===== config.mk =====
export PLATFORM = sky130hd
export DESIGN_NAME = mem_access_unit_flat
export DESIGN_NICKNAME = d
export VERILOG_FILES = /design/src/rtl/mem_access_unit_pkg.sv /design/src/rtl/mem_access_unit_if.sv /design/src/rtl/mem_access_unit_load_extender.sv /design/src/rtl/mem_access_unit.sv /design/src/flat_wrapper.sv
export SDC_FILE = /design/constraint.sdc
export NUM_CORES = 1
export LEC_CHECK = 0
export CELL_PAD_IN_SITES_DETAIL_PLACEMENT = 1
export CELL_PAD_IN_SITES_GLOBAL_PLACEMENT = 1
export CORE_AREA = 2 2 148 150
export DETAILED_ROUTE_END_ITERATION = 12
export DIE_AREA = 0 0 150 152
export GPL_ROUTABILITY_DRIVEN = 0
export PLACE_DENSITY = 0.74
export SYNTH_ARGS = -nofsm -noshare
export SYNTH_HDL_FRONTEND = slang
export SYNTH_SLANG_ARGS = --single-unit

===== constraint.sdc =====
create_clock -name clk -period 2.2 [get_ports clk]
set_clock_uncertainty 0.2 [all_clocks]
set_input_delay 0.22 -clock clk [delete_from_list [all_inputs] [get_ports clk]]
set_output_delay 0.22 -clock clk [all_outputs]
set_load 0.02 [all_outputs]

===== src/rtl/mem_access_unit_pkg.sv =====
// Shared types and helpers for the load/store stage.
// Also used by the core when it reuses load_extender for AMO read data.
package mem_access_unit_pkg;

    typedef struct packed {
        logic lb;
        logic lh;
        logic lw;
        logic lbu;
        logic lhu;
        logic sb;
        logic sh;
        logic sw;
    } instructions;

    typedef struct packed {
        logic [31:0] rs1;
        logic [31:0] rs2;
    } regvpair;

    typedef enum logic {
        MS_IDLE = 1'b0,
        MS_BUS  = 1'b1
    } mem_state;

    localparam logic [3:0] WSTRB_B = 4'b0001;
    localparam logic [3:0] WSTRB_H = 4'b0011;
    localparam logic [3:0] WSTRB_W = 4'b1111;

    function automatic logic is_load(input instructions i);
        return i.lb | i.lh | i.lw | i.lbu | i.lhu;
    endfunction

    function automatic logic is_store(input instructions i);
        return i.sb | i.sh | i.sw;
    endfunction

    function automatic logic is_misaligned(input instructions i, input logic [1:0] a);
        return ((i.lh | i.lhu | i.sh) & a[0]) | ((i.lw | i.sw) & (a != 2'b00));
    endfunction

endpackage


===== src/rtl/mem_access_unit_if.sv =====
// Single-outstanding req/ack data bus between the memory stage and memory.
interface mem_access_unit_if;
    logic        mem_req;
    logic        mem_we;
    logic [31:0] mem_addr;
    logic [3:0]  mem_wstrb;
    logic [31:0] mem_wdata;
    logic [31:0] mem_rdata;
    logic        mem_ack;

    modport master (
        output mem_req, mem_we, mem_addr, mem_wstrb, mem_wdata,
        input  mem_rdata, mem_ack
    );

    modport slave (
        input  mem_req, mem_we, mem_addr, mem_wstrb, mem_wdata,
        output mem_rdata, mem_ack
    );
endinterface


===== src/rtl/mem_access_unit_load_extender.sv =====
// Picks the addressed lane out of a read word and sign/zero-extends it.
module load_extender
(
    input  logic [31:0] rdata_i,
    input  logic [1:0]  addr_lo_i,
    input  logic        lb_i,
    input  logic        lh_i,
    input  logic        lw_i,
    input  logic        lbu_i,
    input  logic        lhu_i,
    output logic [31:0] value_o
);

    logic [31:0] lane;

    always_comb begin
        lane    = rdata_i >> {addr_lo_i, 3'b000};
        value_o = '0;
        if (lb_i) begin
            value_o = {{24{lane[7]}}, lane[7:0]};
        end else if (lh_i) begin
            value_o = {{16{lane[15]}}, lane[15:0]};
        end else if (lbu_i) begin
            value_o = {24'b0, lane[7:0]};
        end else if (lhu_i) begin
            value_o = {16'b0, lane[15:0]};
        end else if (lw_i) begin
            value_o = rdata_i;
        end
    end

endmodule


===== src/rtl/mem_access_unit.sv =====
// Load/store stage after the ALU: passes non-memory results through, otherwise
// runs one bus access and returns the extended load value (or 0 for stores).
module mem_access_unit
    import mem_access_unit_pkg::*;
#(
    parameter int unsigned TIMEOUT_CYCLES = 0
)
(
    input  logic                clk,
    input  logic                rstn,
    input  logic                enabled_i,
    input  instructions         instr_i,
    input  regvpair             register_i,
    input  logic [31:0]         alu_result_i,
    mem_access_unit_if.master   bus,
    output logic                completed_o,
    output logic [31:0]         result_o,
    output logic                misaligned_o,
    output logic                access_fault_o
);

    localparam bit          WD_EN   = (TIMEOUT_CYCLES > 0);
    localparam logic [31:0] WD_LAST = WD_EN ? 32'(TIMEOUT_CYCLES - 1) : 32'd0;

    mem_state    state_q;
    instructions instr_q;
    logic        req_q, we_q, completed_q, misaligned_q, fault_q;
    logic [31:0] addr_q, wdata_q, result_q, cnt_q;
    logic [3:0]  wstrb_q;
    logic [1:0]  addr_lo_q;
    logic [3:0]  wstrb_d;
    logic [31:0] wdata_d;
    logic [31:0] ext_value;
    logic        unused_rs1;

    assign unused_rs1 = ^register_i.rs1;

    always_comb begin
        wstrb_d = '0;
        wdata_d = '0;
        if (instr_i.sb) begin
            wstrb_d = WSTRB_B << alu_result_i[1:0];
            wdata_d = {4{register_i.rs2[7:0]}};
        end else if (instr_i.sh) begin
            wstrb_d = WSTRB_H << {alu_result_i[1], 1'b0};
            wdata_d = {2{register_i.rs2[15:0]}};
        end else if (instr_i.sw) begin
            wstrb_d = WSTRB_W;
            wdata_d = register_i.rs2;
        end
    end

    load_extender u_ext (
        .rdata_i   (bus.mem_rdata),
        .addr_lo_i (addr_lo_q),
        .lb_i      (instr_q.lb),
        .lh_i      (instr_q.lh),
        .lw_i      (instr_q.lw),
        .lbu_i     (instr_q.lbu),
        .lhu_i     (instr_q.lhu),
        .value_o   (ext_value)
    );

    always_ff @(posedge clk) begin
        if (rstn) begin
            state_q      <= MS_IDLE;
            instr_q      <= '0;
            req_q        <= 1'b0;
            we_q         <= 1'b0;
            addr_q       <= '0;
            wstrb_q      <= '0;
            wdata_q      <= '0;
            addr_lo_q    <= '0;
            cnt_q        <= '0;
            completed_q  <= 1'b0;
            misaligned_q <= 1'b0;
            fault_q      <= 1'b0;
            result_q     <= '0;
        end else begin
            completed_q  <= 1'b0;
            misaligned_q <= 1'b0;
            fault_q      <= 1'b0;
            case (state_q)
                MS_IDLE: begin
                    if (enabled_i) begin
                        if (!(is_load(instr_i) || is_store(instr_i))) begin
                            completed_q <= 1'b1;
                            result_q    <= alu_result_i;
                        end else if (is_misaligned(instr_i, alu_result_i[1:0])) begin
                            completed_q  <= 1'b1;
                            misaligned_q <= 1'b1;
                            result_q     <= '0;
                        end else begin
                            state_q   <= MS_BUS;
                            instr_q   <= instr_i;
                            req_q     <= 1'b1;
                            we_q      <= is_store(instr_i);
                            addr_q    <= {alu_result_i[31:2], 2'b00};
                            wstrb_q   <= wstrb_d;
                            wdata_q   <= wdata_d;
                            addr_lo_q <= alu_result_i[1:0];
                            cnt_q     <= '0;
                        end
                    end
                end
                MS_BUS: begin
                    // An ack in the final watchdog cycle still completes normally.
                    if (bus.mem_ack) begin
                        state_q     <= MS_IDLE;
                        req_q       <= 1'b0;
                        we_q        <= 1'b0;
                        wstrb_q     <= '0;
                        completed_q <= 1'b1;
                        result_q    <= is_store(instr_q) ? 32'd0 : ext_value;
                    end else if (WD_EN && (cnt_q == WD_LAST)) begin
                        state_q     <= MS_IDLE;
                        req_q       <= 1'b0;
                        we_q        <= 1'b0;
                        wstrb_q     <= '0;
                        completed_q <= 1'b1;
                        fault_q     <= 1'b1;
                        result_q    <= '0;
                    end else begin
                        cnt_q <= cnt_q + 32'd1;
                    end
                end
                default: state_q <= MS_IDLE;
            endcase
        end
    end

    assign bus.mem_req    = req_q;
    assign bus.mem_we     = we_q;
    assign bus.mem_addr   = addr_q;
    assign bus.mem_wstrb  = wstrb_q;
    assign bus.mem_wdata  = wdata_q;
    assign completed_o    = completed_q;
    assign result_o       = result_q;
    assign misaligned_o   = misaligned_q;
    assign access_fault_o = fault_q;

endmodule


===== src/flat_wrapper.sv =====
// flat-port wrapper written by rule: the top's interface ports become plain ports
module mem_access_unit_flat import mem_access_unit_pkg::*;
#(
    parameter int unsigned TIMEOUT_CYCLES = 0
)
  (clk, rstn, enabled_i, instr_i, register_i, alu_result_i, completed_o, result_o, misaligned_o, access_fault_o, bus_mem_req, bus_mem_we, bus_mem_addr, bus_mem_wstrb, bus_mem_wdata, bus_mem_rdata, bus_mem_ack);
  mem_access_unit_if bus_i ();
  input  logic clk;
  input  logic rstn;
  input  logic enabled_i;
  input  instructions instr_i;
  input  regvpair register_i;
  input  logic [31:0] alu_result_i;
  output logic completed_o;
  output logic [31:0] result_o;
  output logic misaligned_o;
  output logic access_fault_o;
  output wire logic [$bits(bus_i.mem_req)-1:0] bus_mem_req;
  output wire logic [$bits(bus_i.mem_we)-1:0] bus_mem_we;
  output wire logic [$bits(bus_i.mem_addr)-1:0] bus_mem_addr;
  output wire logic [$bits(bus_i.mem_wstrb)-1:0] bus_mem_wstrb;
  output wire logic [$bits(bus_i.mem_wdata)-1:0] bus_mem_wdata;
  input wire logic [$bits(bus_i.mem_rdata)-1:0] bus_mem_rdata;
  input wire logic [$bits(bus_i.mem_ack)-1:0] bus_mem_ack;
  assign bus_mem_req = bus_i.mem_req;
  assign bus_mem_we = bus_i.mem_we;
  assign bus_mem_addr = bus_i.mem_addr;
  assign bus_mem_wstrb = bus_i.mem_wstrb;
  assign bus_mem_wdata = bus_i.mem_wdata;
  assign bus_i.mem_rdata = bus_mem_rdata;
  assign bus_i.mem_ack = bus_mem_ack;
  mem_access_unit #(.TIMEOUT_CYCLES(TIMEOUT_CYCLES)) u_core (.clk(clk), .rstn(rstn), .enabled_i(enabled_i), .instr_i(instr_i), .register_i(register_i), .alu_result_i(alu_result_i), .bus(bus_i), .completed_o(completed_o), .result_o(result_o), .misaligned_o(misaligned_o), .access_fault_o(access_fault_o));
endmodule

Word level (Yosys, flattened, before mapping)
Index checks and enable logic that the tools add are counted.
- register bits: 113
- input bits: 140
- output and inout bits: 105
- word-level logic and storage cells: 91
- eq/ne operators: 5
- shift operators: 3
- multiplexer cells: 41
- bitwise logic cells: 18
- reduce and logical (&&, ||, !) cells: 6
- operator list (operator ; number):
    32-bit two-way mux ; 13
    32-bit one-hot mux with 2 select lines ; 1
    32-bit by 5-bit right shift with 16-bit output ; 1
    4-bit two-way mux ; 7
    1-bit two-way mux ; 15
    1-bit bitwise OR ; 12
    1-bit one-hot mux with 2 select lines ; 4
    4-bit one-hot mux with 2 select lines ; 1
    4-bit AND reduction ; 2
    2-bit != test (second input constant) ; 3
    1-bit inverter ; 4
    4-bit OR reduction ; 1
    1-bit by 2-bit << shifter with 4-bit output (first input constant) ; 1
    2-bit by 2-bit << shifter with 4-bit output (first input constant) ; 1
    3-bit != test (second input constant) ; 1
    3-bit AND reduction ; 1
    1-bit bitwise AND ; 2
    2-bit by 1-bit != test with 1-bit output (second input constant) ; 1
    2-bit nonzero test ; 1
    1-bit logical OR ; 1

Depth between registers and ports, before layout
- word-level depth: 8
- gate-level depth with buffers: 8
- depth with buffers taken out: 5

By module
A second synthesis with hierarchy kept.
- cell total of the unflattened synthesis: 791
- area, all modules: 6407.4 um2
- by module, submodules not included (module ; times used ; cells each ; area each (um2) ; sequential area each (um2)):
    mem_access_unit ; 1 ; 657 ; 5451.5 ; 2262.2
    load_extender ; 1 ; 134 ; 955.9 ; 0.0

Worst setup path before layout
OpenSTA, ideal clock, no wires.
- kind: reg-to-reg
- start: register u_core.addr_lo_q[0]
- end: register u_core.result_q[25] (netlist: u_core.result_o[25])
- library setup time: 0.131 ns
- arrival: 1.841 ns
- required time: 1.869 ns
- path slack: 0.027 ns
- stages on the path, launching flop included: 8
- buffers on the path: 2
- period minus slack after synthesis: 2.173 ns
- cells stage by stage: dfxtp_1 -> buf_2 -> mux2_2 -> a311oi_2 -> buf_2 -> a21oi_1 -> a211oi_2 -> nor3_2
- word-level cells in the longest chain between the ends: 6
- ends and longest elaborated chain (item ; RTL line ; RTL):
    start: declaration ; mem_access_unit.sv:30 ; logic [1:0] addr_lo_q;
    start signal: assignment ; mem_access_unit.sv:101 ; addr_lo_q <= alu_result_i[1:0];
    32-bit by 5-bit right shift with 16-bit output * ; mem_access_unit_load_extender.sv:17 ; lane = rdata_i >> {addr_lo_i, 3'b000};
    32-bit two-way mux ; mem_access_unit_load_extender.sv:21 ; end else if (lh_i) begin
    32-bit two-way mux * ; mem_access_unit_load_extender.sv:19 ; if (lb_i) begin
    32-bit two-way mux * ; mem_access_unit.sv:114 ; result_q <= is_store(instr_q) ? 32'd0 : ext_value;
    32-bit two-way mux * ; mem_access_unit.sv:108 ; if (bus.mem_ack) begin
    32-bit one-hot mux with 2 select lines * ; mem_access_unit.sv:83 ; case (state_q)
    end signal: assignment ; mem_access_unit.sv:88 ; result_q <= alu_result_i;
    end signal: assignment ; mem_access_unit.sv:114 ;
    end: declaration ; mem_access_unit.sv:28 ; logic [31:0] addr_q, wdata_q, result_q, cnt_q;
Every way passes the cells marked *; elsewhere a longest branch is shown, timed or not. The select of a mux whose other input is x is not followed.
A chain may end at the register's enable or synchronous reset.

Final worst setup path
- start: input port instr_i[3] (netlist bit)
- end: register u_core.result_q[31] (netlist: u_core.result_o[31])
- word-level cells in the longest chain between the ends: 6
- elaborated cells between the ends (all ways): 11
- classes of those cells: eq/ne: 1; mux: 3; bitwise: 5; reduce/logical: 2
- ends and longest elaborated chain (item ; RTL line ; RTL):
    start: declaration ; flat_wrapper.sv:11 ; input instructions instr_i;
    1-bit bitwise OR (2 in series) ; mem_access_unit_pkg.sv:39 ; return ((i.lh | i.lhu | i.sh) & a[0]) | ((i.lw | i.sw) & (a != 2'b00));
    1-bit bitwise AND ; mem_access_unit_pkg.sv:39 ;
    1-bit bitwise OR ; mem_access_unit_pkg.sv:39 ;
    3-bit != test (no source line) ; -- ;
    3-bit AND reduction (no source line) ; -- ;
Several ways; a longest one is shown, not always the timed one. The select of a mux whose other input is x is not followed.

==> results.cfg <==
[synthesis]
synth_cells = 721
avgSynthCellArea_sq_um = 7.78
ys_seq_area_share_pct = 40.3
yosys-top-cells-area = dfxtp_1, nand2_1, a21oi_1, a211oi_2, nor2_1
ys_warn_count = 0
synth.ff_latch_count = 113
synth_top_area_cell = dfxtp_1
synth_area_sq_um = 5610
synth_edf_count = 0
synth_ff_type = dfxtp_1
ys_types = 50
synth_top_area_share_pct = 40.3
synth_async_sr_flop_share_pct = 0

[clock_network]
h-tree-depth = 4
clockBufferDepth = 2
cts_sinks = 113
insertion_delay_ps = 410
cts_made_buffers = 17
cts_tree = yes
cts_root_buffer = clkbuf_16
ctsHoldBuffers = 0
clk_pin_slew_worst_paths_ps = 60

[worst_hold_path]
worst_hold_path_type = in -> reg

[power_and_ir_drop]
p_leak_uw = 0.00319
ir_worst_vdd_uv = 456
power_density_nw_per_um2 = 693
power.total_uw = 6280

[global_routing]
track_usage_pct = 19.6
grt_start_max_net_pins = 63
grt_pass1_wl_mm = 34.6
grt_overflow_total = 0
antenna_found_initial = 0
grt_pass1_vias = 6240

[floorplanning]
chipWidth_microns = 150
die_h_microns = 152
dieArea_sq_um = 22800
start_util_pct = 26.3
rows = 54
core_area_sq_um = 21400
pin_count = 245

[setup_path]
crit_path_top_delay_cell = or4_4
worstSetupPathType = in -> reg
cp_cell_sequence = clkdlybuf4s50_1 -> or4_4 -> o31a_1 -> a21o_1 -> buf_4 -> a211oi_1 -> nor3_1
slowest_delay_ps = 570
crit_family = compound AO/OA/AOI/OAI gates
start_kind = input port
path_buf_inv = 2
cp_data_arrival_time_ps = 2220
critPathRequiredTime_ps = 2290
cp_max_fo = 7
endpoint_kind = flop

[layout]
multi_input_area_sq_um = 3010
final.fill_count = 2561
ff_latch_area_sq_um = 2260
nets = 1095
drive_gt1_share_pct = 15.0
final_util_pct = 42.4
antennaDiodeCount = 0
syn_to_final_growth_pct = 61.4

[placed_design]
hpwlAfterDp_mm = 17.2
port_buffers = 209

[drt]
drtIter0Drc = 186
routedWlPerCell_microns = 18.3
drc = 0
detail-route-antenna-nets = 0
num_vias = 6099
drt_pass1_iterations = 4
finalWirelength_mm = 22.8
viasPerCell = 4.89

[sta]
max_freq_mhz = 471
maxSlewHeadroom_pct = 46.7
rsz0062_at_grt = no
finalMaxSlewViolations = 0
hold_viol = 0
setup_violations = 0
worst_pin_slew_ps = 789
period_share_pct = 96.6
post-route-min-period_ps = 2120

[flow_run]
maxCapViolCount = 0

[outcome]
status = finished clean
## worst reg2reg max path: stages (launching register included)
cell and delay, ps:
dfxtp_1 480, or4b_2 780, a21oi_1 290, a211oi_2 80, nor3_1 180
## layer usage
layer  global-route usage, %  vias to the layer above  routed length (microns)
met4                    5.12                        0                      246
met2                    33.0                      189                    11000
li1                        -                     2994                        -
met3                    7.33                       17                     1930
met5                       0                        -                        0
met1                    23.2                     2899                     9710
## state kept, by name, summed over array words and instances (netlist names)
signal                flops
u_core.bus.mem_wstrb      4
u_core.misaligned_o       1
u_core.bus.mem_addr      30
u_core.completed_o        1
u_core.result_o          32
u_core.instr_q            8
u_core.addr_lo_q          2
u_core.bus.mem_req        1
u_core.state_q            1
u_core.bus.mem_we         1
u_core.bus.mem_wdata     32
## per-stage QoR
step | instance area (sq um) | hold slack, ps | instances | TNS (ps) | setup slack (ps)
detailed placement | 8410 | 248 | 1213 | -33700 | -371
global placement | 8410 | 237 | 1213 | -27790 | -320
finish | 9060 | 15.1 | 1248 | 0 | 75.3
floorplan | 5620 | 156 | 723 | 0 | 27.3
global route | 9060 | 25.8 | 1248 | 0 | 2.02
CTS | 9000 | 3.80 | 1245 | 0 | 1.57
## cells in the mapped netlist, drive strengths merged, types with 7 or more instances
master and count:
nor3 33, nand3 26, o211a 7, nor2b 10, a211oi 26, o21ai 21
clkbuf 34, nand2 170, a22oi 8, a311oi 24, dfxtp 113, a21oi 102
nor2 57, buf 31, inv 11
## path summary, 6_finish.rpt
check / endpoint / from / cells past startpoint / slack [ps]
worst max-delay path: u_core.result_o[31] / instr_i[3] / 7 / 80
worst min-delay path: u_core.bus.mem_wdata[5] / rstn / 2 / 20
worst max register to register: u_core.result_o[2] / u_core.state_q / 4 / 110
worst min register to register: u_core.bus.mem_wdata[2] / u_core.bus.mem_wdata[2] / 2 / 250
## timing repair
item,4_1_cts,5_1_grt
setup buffers,0,2
gates resized for setup,0,4
endpoints found under the hold margin,0,0
endpoints found under the setup margin,0,27
## logic make-up after synthesis
kind of cell / count (synthesis) / synth area share [%]
AOI/OAI and AO/OA: 206 / 25.0
buffers and inverters: 76 / 6.64
DFF: 113 / 40.3
muxes: 9 / 2.97
other: 1 / 0.0668
and+or+nand+nor: 316 / 25.0
## power breakdown
part	switching (uW)	internal (uW)
registers	68.1	2160
clock network	1040	1730
logic	658	627
total	1760	4520
## cells in the final DEF (no fill, tap or decap), types with 4 or more instances in the layout
cell type / instances
nand2b_1: 6
o22ai_1: 6
dfxtp_1: 113
buf_4: 54
o211a_1: 7
inv_1: 11
a21oi_1: 101
clkinv_4: 4
nand3_1: 26
buf_12: 14
clkbuf_16: 18
nor2_1: 56
clkdlybuf4s50_1: 208
nand2_1: 170
o21ai_0: 20
mux4_2: 6
a211oi_1: 7
nor3_1: 29
a22oi_1: 8
a311oi_1: 22
a211oi_2: 19
nor2b_1: 10
## final cells by class
type                    count  share of cell area [%]
multi-input cells         534                    33.2
repair buffers            278                    30.9
flip-flops and latches    113                    25.0
clock buffers              20                    5.04
well taps                 280                    3.87
clock inverters            12                    1.48
inverters                  11                   0.456
Note: power is estimated with default switching activity, not from simulation.
